<file path="src/rtl/user_mstr_arbiter.sv">
// Two-master round-robin arbiter for the native valid/ready bus: merges CPU (m0) and
// selected user master (m1) onto one downstream port, with ownership lock and timeout watchdog.
module user_mstr_arbiter #(
  parameter int          TIMEOUT_CYC = 256,
  parameter logic [31:0] ERR_RDATA   = 32'hDEAD_BEEF
) (
  input  logic        clk_i,
  input  logic        rst_n_i,
  input  logic        usr_en_i,
  input  logic        m0_valid_i,
  input  logic [31:0] m0_addr_i,
  input  logic [31:0] m0_wdata_i,
  input  logic [3:0]  m0_wstrb_i,
  output logic [31:0] m0_rdata_o,
  output logic        m0_ready_o,
  input  logic        m1_valid_i,
  input  logic [31:0] m1_addr_i,
  input  logic [31:0] m1_wdata_i,
  input  logic [3:0]  m1_wstrb_i,
  output logic [31:0] m1_rdata_o,
  output logic        m1_ready_o,
  output logic        s_valid_o,
  output logic [31:0] s_addr_o,
  output logic [31:0] s_wdata_o,
  output logic [3:0]  s_wstrb_o,
  input  logic [31:0] s_rdata_i,
  input  logic        s_ready_i,
  output logic [1:0]  owner_o,
  output logic        timeout_o
);

  // Handshake: a master holds valid and its payload stable until it sees a 1-cycle ready;
  // the downstream slave answers a held s_valid_o with a 1-cycle s_ready_i.

  localparam int TW = $clog2(TIMEOUT_CYC);
  localparam logic [TW-1:0] T_LAST = TW'(TIMEOUT_CYC - 1);

  typedef enum logic {IDLE, BUSY} state_t;

  state_t        state_q, state_d;
  logic          owner_q, owner_d;   // 0 = m0, 1 = m1
  logic          last_q, last_d;
  logic [TW-1:0] timer_q;

  logic        req0, req1, own_valid, busy;
  logic        abort, done, expire, resp_ready;
  logic [31:0] resp_data;

  always_ff @(posedge clk_i or negedge rst_n_i) begin
    if (!rst_n_i) begin
      state_q <= IDLE;
      owner_q <= 1'b0;
      last_q  <= 1'b1;
      timer_q <= '0;
    end else begin
      state_q <= state_d;
      owner_q <= owner_d;
      last_q  <= last_d;
      // Cleared while idle so every transaction starts its watchdog from zero
      if (state_q == IDLE) timer_q <= '0;
      else                 timer_q <= timer_q + 1'b1;
    end
  end

  always_comb begin
    req0      = m0_valid_i;
    req1      = m1_valid_i & usr_en_i;
    busy      = (state_q == BUSY);
    own_valid = owner_q ? req1 : req0;
    // A vanished owner request (disable or protocol violation) is dropped silently
    abort     = busy & ~own_valid;
    done      = busy & own_valid & s_ready_i;
    expire    = busy & own_valid & ~s_ready_i & (timer_q == T_LAST);

    state_d = state_q;
    owner_d = owner_q;
    last_d  = last_q;
    case (state_q)
      IDLE: begin
        if (req0 | req1) begin
          state_d = BUSY;
          owner_d = (req0 & req1) ? ~last_q : req1;
        end
      end
      BUSY: begin
        if (abort) begin
          state_d = IDLE;
        end else if (done | expire) begin
          state_d = IDLE;
          last_d  = owner_q;
        end
      end
      default: state_d = IDLE;
    endcase

    resp_ready = done | expire;
    resp_data  = done ? s_rdata_i : (expire ? ERR_RDATA : 32'h0);

    s_valid_o = busy;
    s_addr_o  = busy ? (owner_q ? m1_addr_i  : m0_addr_i)  : 32'h0;
    s_wdata_o = busy ? (owner_q ? m1_wdata_i : m0_wdata_i) : 32'h0;
    s_wstrb_o = busy ? (owner_q ? m1_wstrb_i : m0_wstrb_i) : 4'h0;

    m0_ready_o = resp_ready & ~owner_q;
    m1_ready_o = resp_ready &  owner_q;
    m0_rdata_o = m0_ready_o ? resp_data : 32'h0;
    m1_rdata_o = m1_ready_o ? resp_data : 32'h0;

    owner_o   = busy ? (owner_q ? 2'b10 : 2'b01) : 2'b00;
    timeout_o = expire;
  end

endmodule
</file>
<file path="config.mk">
export PLATFORM = sky130hd
export DESIGN_NAME = user_mstr_arbiter
export DESIGN_NICKNAME = d
export VERILOG_FILES = /design/src/rtl/user_mstr_arbiter.sv
export SDC_FILE = /design/constraint.sdc
export NUM_CORES = 1
export LEC_CHECK = 0
export BUFFER_PORTS_ARGS = -buffer_cell sky130_fd_sc_hd__buf_2
export CAP_MARGIN = 20
export CORE_AREA = 4 4 118 120
export DETAILED_ROUTE_END_ITERATION = 10
export DIE_AREA = 0 0 122 124
export HOLD_SLACK_MARGIN = 0.08
export SLEW_MARGIN = 20
export SYNTH_ARGS = -nofsm -noshare
export SYNTH_HDL_FRONTEND = slang
export SYNTH_SLANG_ARGS = --single-unit
export TNS_END_PERCENT = 10
</file>
<file path="constraint.sdc">
create_clock -name clk_i -period 2.58 [get_ports clk_i]
set_input_delay 0.516 -clock clk_i [delete_from_list [all_inputs] [get_ports clk_i]]
set_output_delay 0.516 -clock clk_i [all_outputs]
set_load 0.02 [all_outputs]
</file>
# After elaboration in Yosys (flattened, before gate mapping)
# Index checks and enable logic that the tools add are counted.
# W data, S select, Z words.
# classes
addsub,1
eq_ne,1
mux,19
bitwise_logic,17
reduce_logical,2
# ops
op,count
$mux W32,8
$and A1 B1 Y1,9
$add A8 B1 Y8 const B,1
$eq A8 B8 Y1 const B,1
$mux W4,2
$mux W8,1
$not A1 Y1,6
$mux W1,5
$mux W2,2
$reduce_and A3 Y1,1
$or A1 B1 Y1,2
$pmux W1 S2,1
$reduce_and A2 Y1,1
# word_totals
reg_bits,11
input_bits,174
out_inout_bits,138

# Logic depth before layout (Yosys ltp)
# logic_depth
ltp_word,9
mapped_depth,7
depth_no_buf,4

# Worst setup path after synthesis
# Ideal clock, no wire load.
# synth_timing
kind,register to output
startpoint,register timer_q[0]
endpoint,output port m0_rdata_o[10]
arrival_ns,1.616
slack_ns,0.448
path_stages_with_launch,7
path_cell_list,dfrtp_1 -> ha_1 -> nand3_1 -> or3_1 -> clkbuf_1 -> buf_2 -> a21oi_1
# synth_via
elab_chain_len,5
# synth_rtl
element,line_no,text
from (decl),43,logic [TW-1:0] timer_q;
from (signal assigned),61,else timer_q <= timer_q + 1'b1;
$eq A8 B8 Y1 (*),73,expire = busy & own_valid & ~s_ready_i & (timer_q == T_LAST);
$and A1 B1 Y1 (*),73,
$mux W32 or $or A1 B1 Y1 (tied branches),"97, 96",
$mux W32 or $and A1 B1 Y1 (tied branches),"97, 104",
$mux W32 (*),106,m0_rdata_o = m0_ready_o ? resp_data : 32'h0;
to (decl),14,"output logic [31:0] m0_rdata_o,"
# Mark *: on every way between the ends. The rest lies on a longest branch, timed or not.

# Final worst setup path
# layout_timing
startpoint,register timer_q[0]
endpoint,output port m1_rdata_o[15]
# layout_via
elab_chain_len,5
# layout_rtl
element,line_no,text
$eq A8 B8 Y1 (*),73,
$and A1 B1 Y1 (*),73,
$mux W32 or $or A1 B1 Y1 (tied branches),"97, 96",
$mux W32 or $and A1 B1 Y1 (tied branches),"97, 105",
$mux W32 (*),107,m1_rdata_o = m1_ready_o ? resp_data : 32'h0;
to (decl),20,"output logic [31:0] m1_rdata_o,"
# Marked as above.

==> metrics.md <==
| Metric | Value |
|---|---|
| Clk pwr share | 13.5% |
| Ys async rst share | 100% |
| DP HPWL | 9.38 mm |
| Sink Count | 11 |
| Die Span Y | 124 microns |
| Post-Syn Instances | 316 |
| P per Cell Area | 536 nW/um^2 |
| Hold Slack | 0.131 ns |
| CP max FO | 49 |
| TritonCTS clock tree | yes |
| Number of port buffers | 311 |
| Yosys cell types | 29 |
| Total gr overflow | 0 |
| Setup repair after global routing missed its margin | no |
| Die area | 15,100 sq um |
| Sequential-to-total area share from yosys stat | 13.1% |
| Reg power frac | 11.4% |
| CTS Buf Count | 3 |
| Synth Register Bits | 11 |
| CP Data Required Time | 2.06 ns |
| Final setup skew | 0.00393 ns |
| Tot GR Track Use | 12.3% |
| Met3 usage | 2.45% |
| Boundary Pins | 312 |
| DRT Pass-1 Iters | 4 |
| Outcome | complete, no violations |
| Worst-case clock buffer depth | 2 |
| P&R area growth vs syn | 87.4% |
| Ys flop type | dfrtp_1 |
| Pleak | 0.00235 uW |
| Worst ir drop on vdd | 213 uV |
| Largest cells by area after synthesis | mux2i_1 (32%), nor2_1 (14%), dfrtp_1 (12%), a21oi_1 (10%), nand2_1 (5.0%) |
| Syn_nets | 491 |
| Diodes inserted | 0 |
| Worst-margin pin slew | 0.556 ns |
| Core area | 13,000 sq um |
| First-pass GRT wire length | 14.9 mm |
| Most common cell after layout, fill and taps aside | buf_2 |
| Yosys warns | 0 |
| Share of layout cells above drive strength 1 | 56.2% |
| Setup CP Type | reg -> out |
| FMAX | 405 MHz |
| DR DRC count | 0 |
| Number of enable flip-flop cells after synthesis | 0 |
| DR vias | 3,279 |
| Synthesized area | 2110 sq um |
| Worst path arrival time | 1.96 ns |
| Pin count of the biggest net entering global routing | 50 |
| M1 GR Usage | 14.5% |
| Top-area cell type share of the netlist area | 32.2% |
| Hold Violations, Final | 0 |
| Relative slew margins | 62.8% |
| Critical Path Source Type | register |
| GR Util met2 | 22.8% |
| Worst hold-check path type | in -> async |
| Post-DRT Antenna Nets | 0 |
| Setup crit end kind | primary output |
| Drt initial violations | 78 |
| Util after Layout | 30.5% |
| GRT busiest layer | met2 |
| Yosys top cell by area | mux2i_1 |
| Die X | 122 microns |
| Slew Limit Fails | 0 |
| Vias per cell | 4.16 |
| Switching Fraction | 51.1% |
| Reg clk slew, reported paths | 0.04 ns |
| Starting Density | 16.3% |
| Most frequent cells in the layout | buf_2 (311), nor2_1 (77), mux2i_1 (68), a21oi_1 (43), nand2_1 (28) |
| Internal power | 1040 uW |
| Logic pwr share | 75.1% |
| Psw | 1080 uW |
| CTS Root Cell | clkbuf_16 |
| Setup violations, final | 0 |
| Tmin final | 2.47 ns |
| Setup TNS | 0 ns |
| Cell Rows | 42 |
| Synth Area per Inst | 6.68 sq um |
| Final Cycle Share | 95.8% |
| Filler cells | 1,465 |
| GPL Wtd Cong | 0.727 |
| Worst-Skew Late Latency | 0.24 ns |
| MaxCap Viol Count | 0 |
| Vias in the first global route | 2,932 |
| Routed len/inst | 13.8 microns |
| Nets | 788 |
| Initial antenna violation count | 0 |
| Final Routed Wirelength | 10.9 mm |
| CTS H-tree depth | 1 |
[worst max-delay path: stages (launching register included)]
cell,delay (ns)
dfrtp_1,0.36
ha_2,0.22
nand3_1,0.11
or3_2,0.44
buf_8,0.22
a21oi_1,0.16
buf_2,0.18
[logic make-up (layout without fill, tap and decap cells)]
kind of cell | after synthesis | in the layout | synth area share [%]
DFF | 11 | 11 | 13.1
AOI/OAI and AO/OA | 61 | 61 | 17.0
xor gates and xnor gates | 3 | 3 | 1.25
buffers and inverters | 34 | 330 | 7.35
adders and majority gates | 1 | 1 | 0.593
and+or+nand+nor | 138 | 138 | 28.5
muxes | 68 | 68 | 32.2
[area by class of cell]
| cell class | count | area, sq um | share of cell area, % |
|---|---|---|---|
| Sequential cell | 11 | 280 | 7.08 |
| Tap cell | 176 | 220 | 5.57 |
| Clock buffer | 4 | 78.8 | 1.99 |
| Multi-Input combinational cell | 271 | 1680 | 42.5 |
| Inverter | 2 | 7.51 | 0.190 |
| Timing Repair Buffer | 324 | 1690 | 42.6 |
[worst paths after layout]
| path | from | endpoint | slack, ns | depth (start not counted) |
|---|---|---|---|---|
| min reg2reg | timer_q[0] | timer_q[0] | 0.45 | 1 |
| max reg2reg | s_valid_o | timer_q[5] | 1.06 | 4 |
| min | rst_n_i | timer_q[5] | 0.13 | 1 |
| min in group clk_i | timer_q[0] | timer_q[0] | 0.45 | 1 |
| max | timer_q[0] | m1_rdata_o[15] | 0.11 | 6 |
| max in group asynchronous | rst_n_i | last_q | 2.18 | 1 |
[routing by layer]
metal / wire length (microns) / up-vias
met5: 0 / -
met4: 104 / 0
met3: 999 / 7
met2: 5570 / 172
met1: 4210 / 1418
li1: - / 1682
[synth_stat cells, types with 4 or more instances]
cell type / number
mux2i_1: 68
buf_2: 10
a21oi_1: 43
and3_1: 16
buf_1: 4
nand2_1: 28
nor2_1: 77
dfrtp_1: 10
clkbuf_1: 16
a21oi_2: 10
nand3_1: 5
o21ai_0: 4
or3_1: 4
[timing repair]
| action | 4_1_cts | 5_1_grt |
|---|---|---|
| buffers inserted | 0 | 0 |
| hold buffers | 0 | 0 |
| gates resized for setup | 1 | 3 |
| endpoints found under the setup margin | 1 | 26 |
[flip-flops by register name (all words and copies together), names as in the netlist]
register	flops
timer_q	8
last_q	1
owner_q	1
s_valid_o	1
[stage by stage]
| step | std cells | total power (uW) | setup WS (ns) | cell area [sq um] |
|---|---|---|---|---|
| floorplan | 316 | 1260 | 0.448 | 2110 |
| global placement | 784 | 1850 | 0.283 | 3870 |
| detailed placement | 784 | 1860 | 0.250 | 3870 |
| CTS | 788 | 2150 | 0.0649 | 3950 |
| global route | 788 | 2270 | 0.00828 | 3960 |
| finish | 788 | 2120 | 0.109 | 3960 |
[power groups by stage]
stage | combinational [uW] | clock, uW | sequential (uW)
floorplan | 1040 | 0 | 224
finish | 1590 | 287 | 242
detailed placement | 1610 | 0 | 244
global placement | 1610 | 0 | 243
global route | 1720 | 303 | 247
CTS | 1620 | 289 | 242
Note: power is estimated with default switching activity, not from simulation.
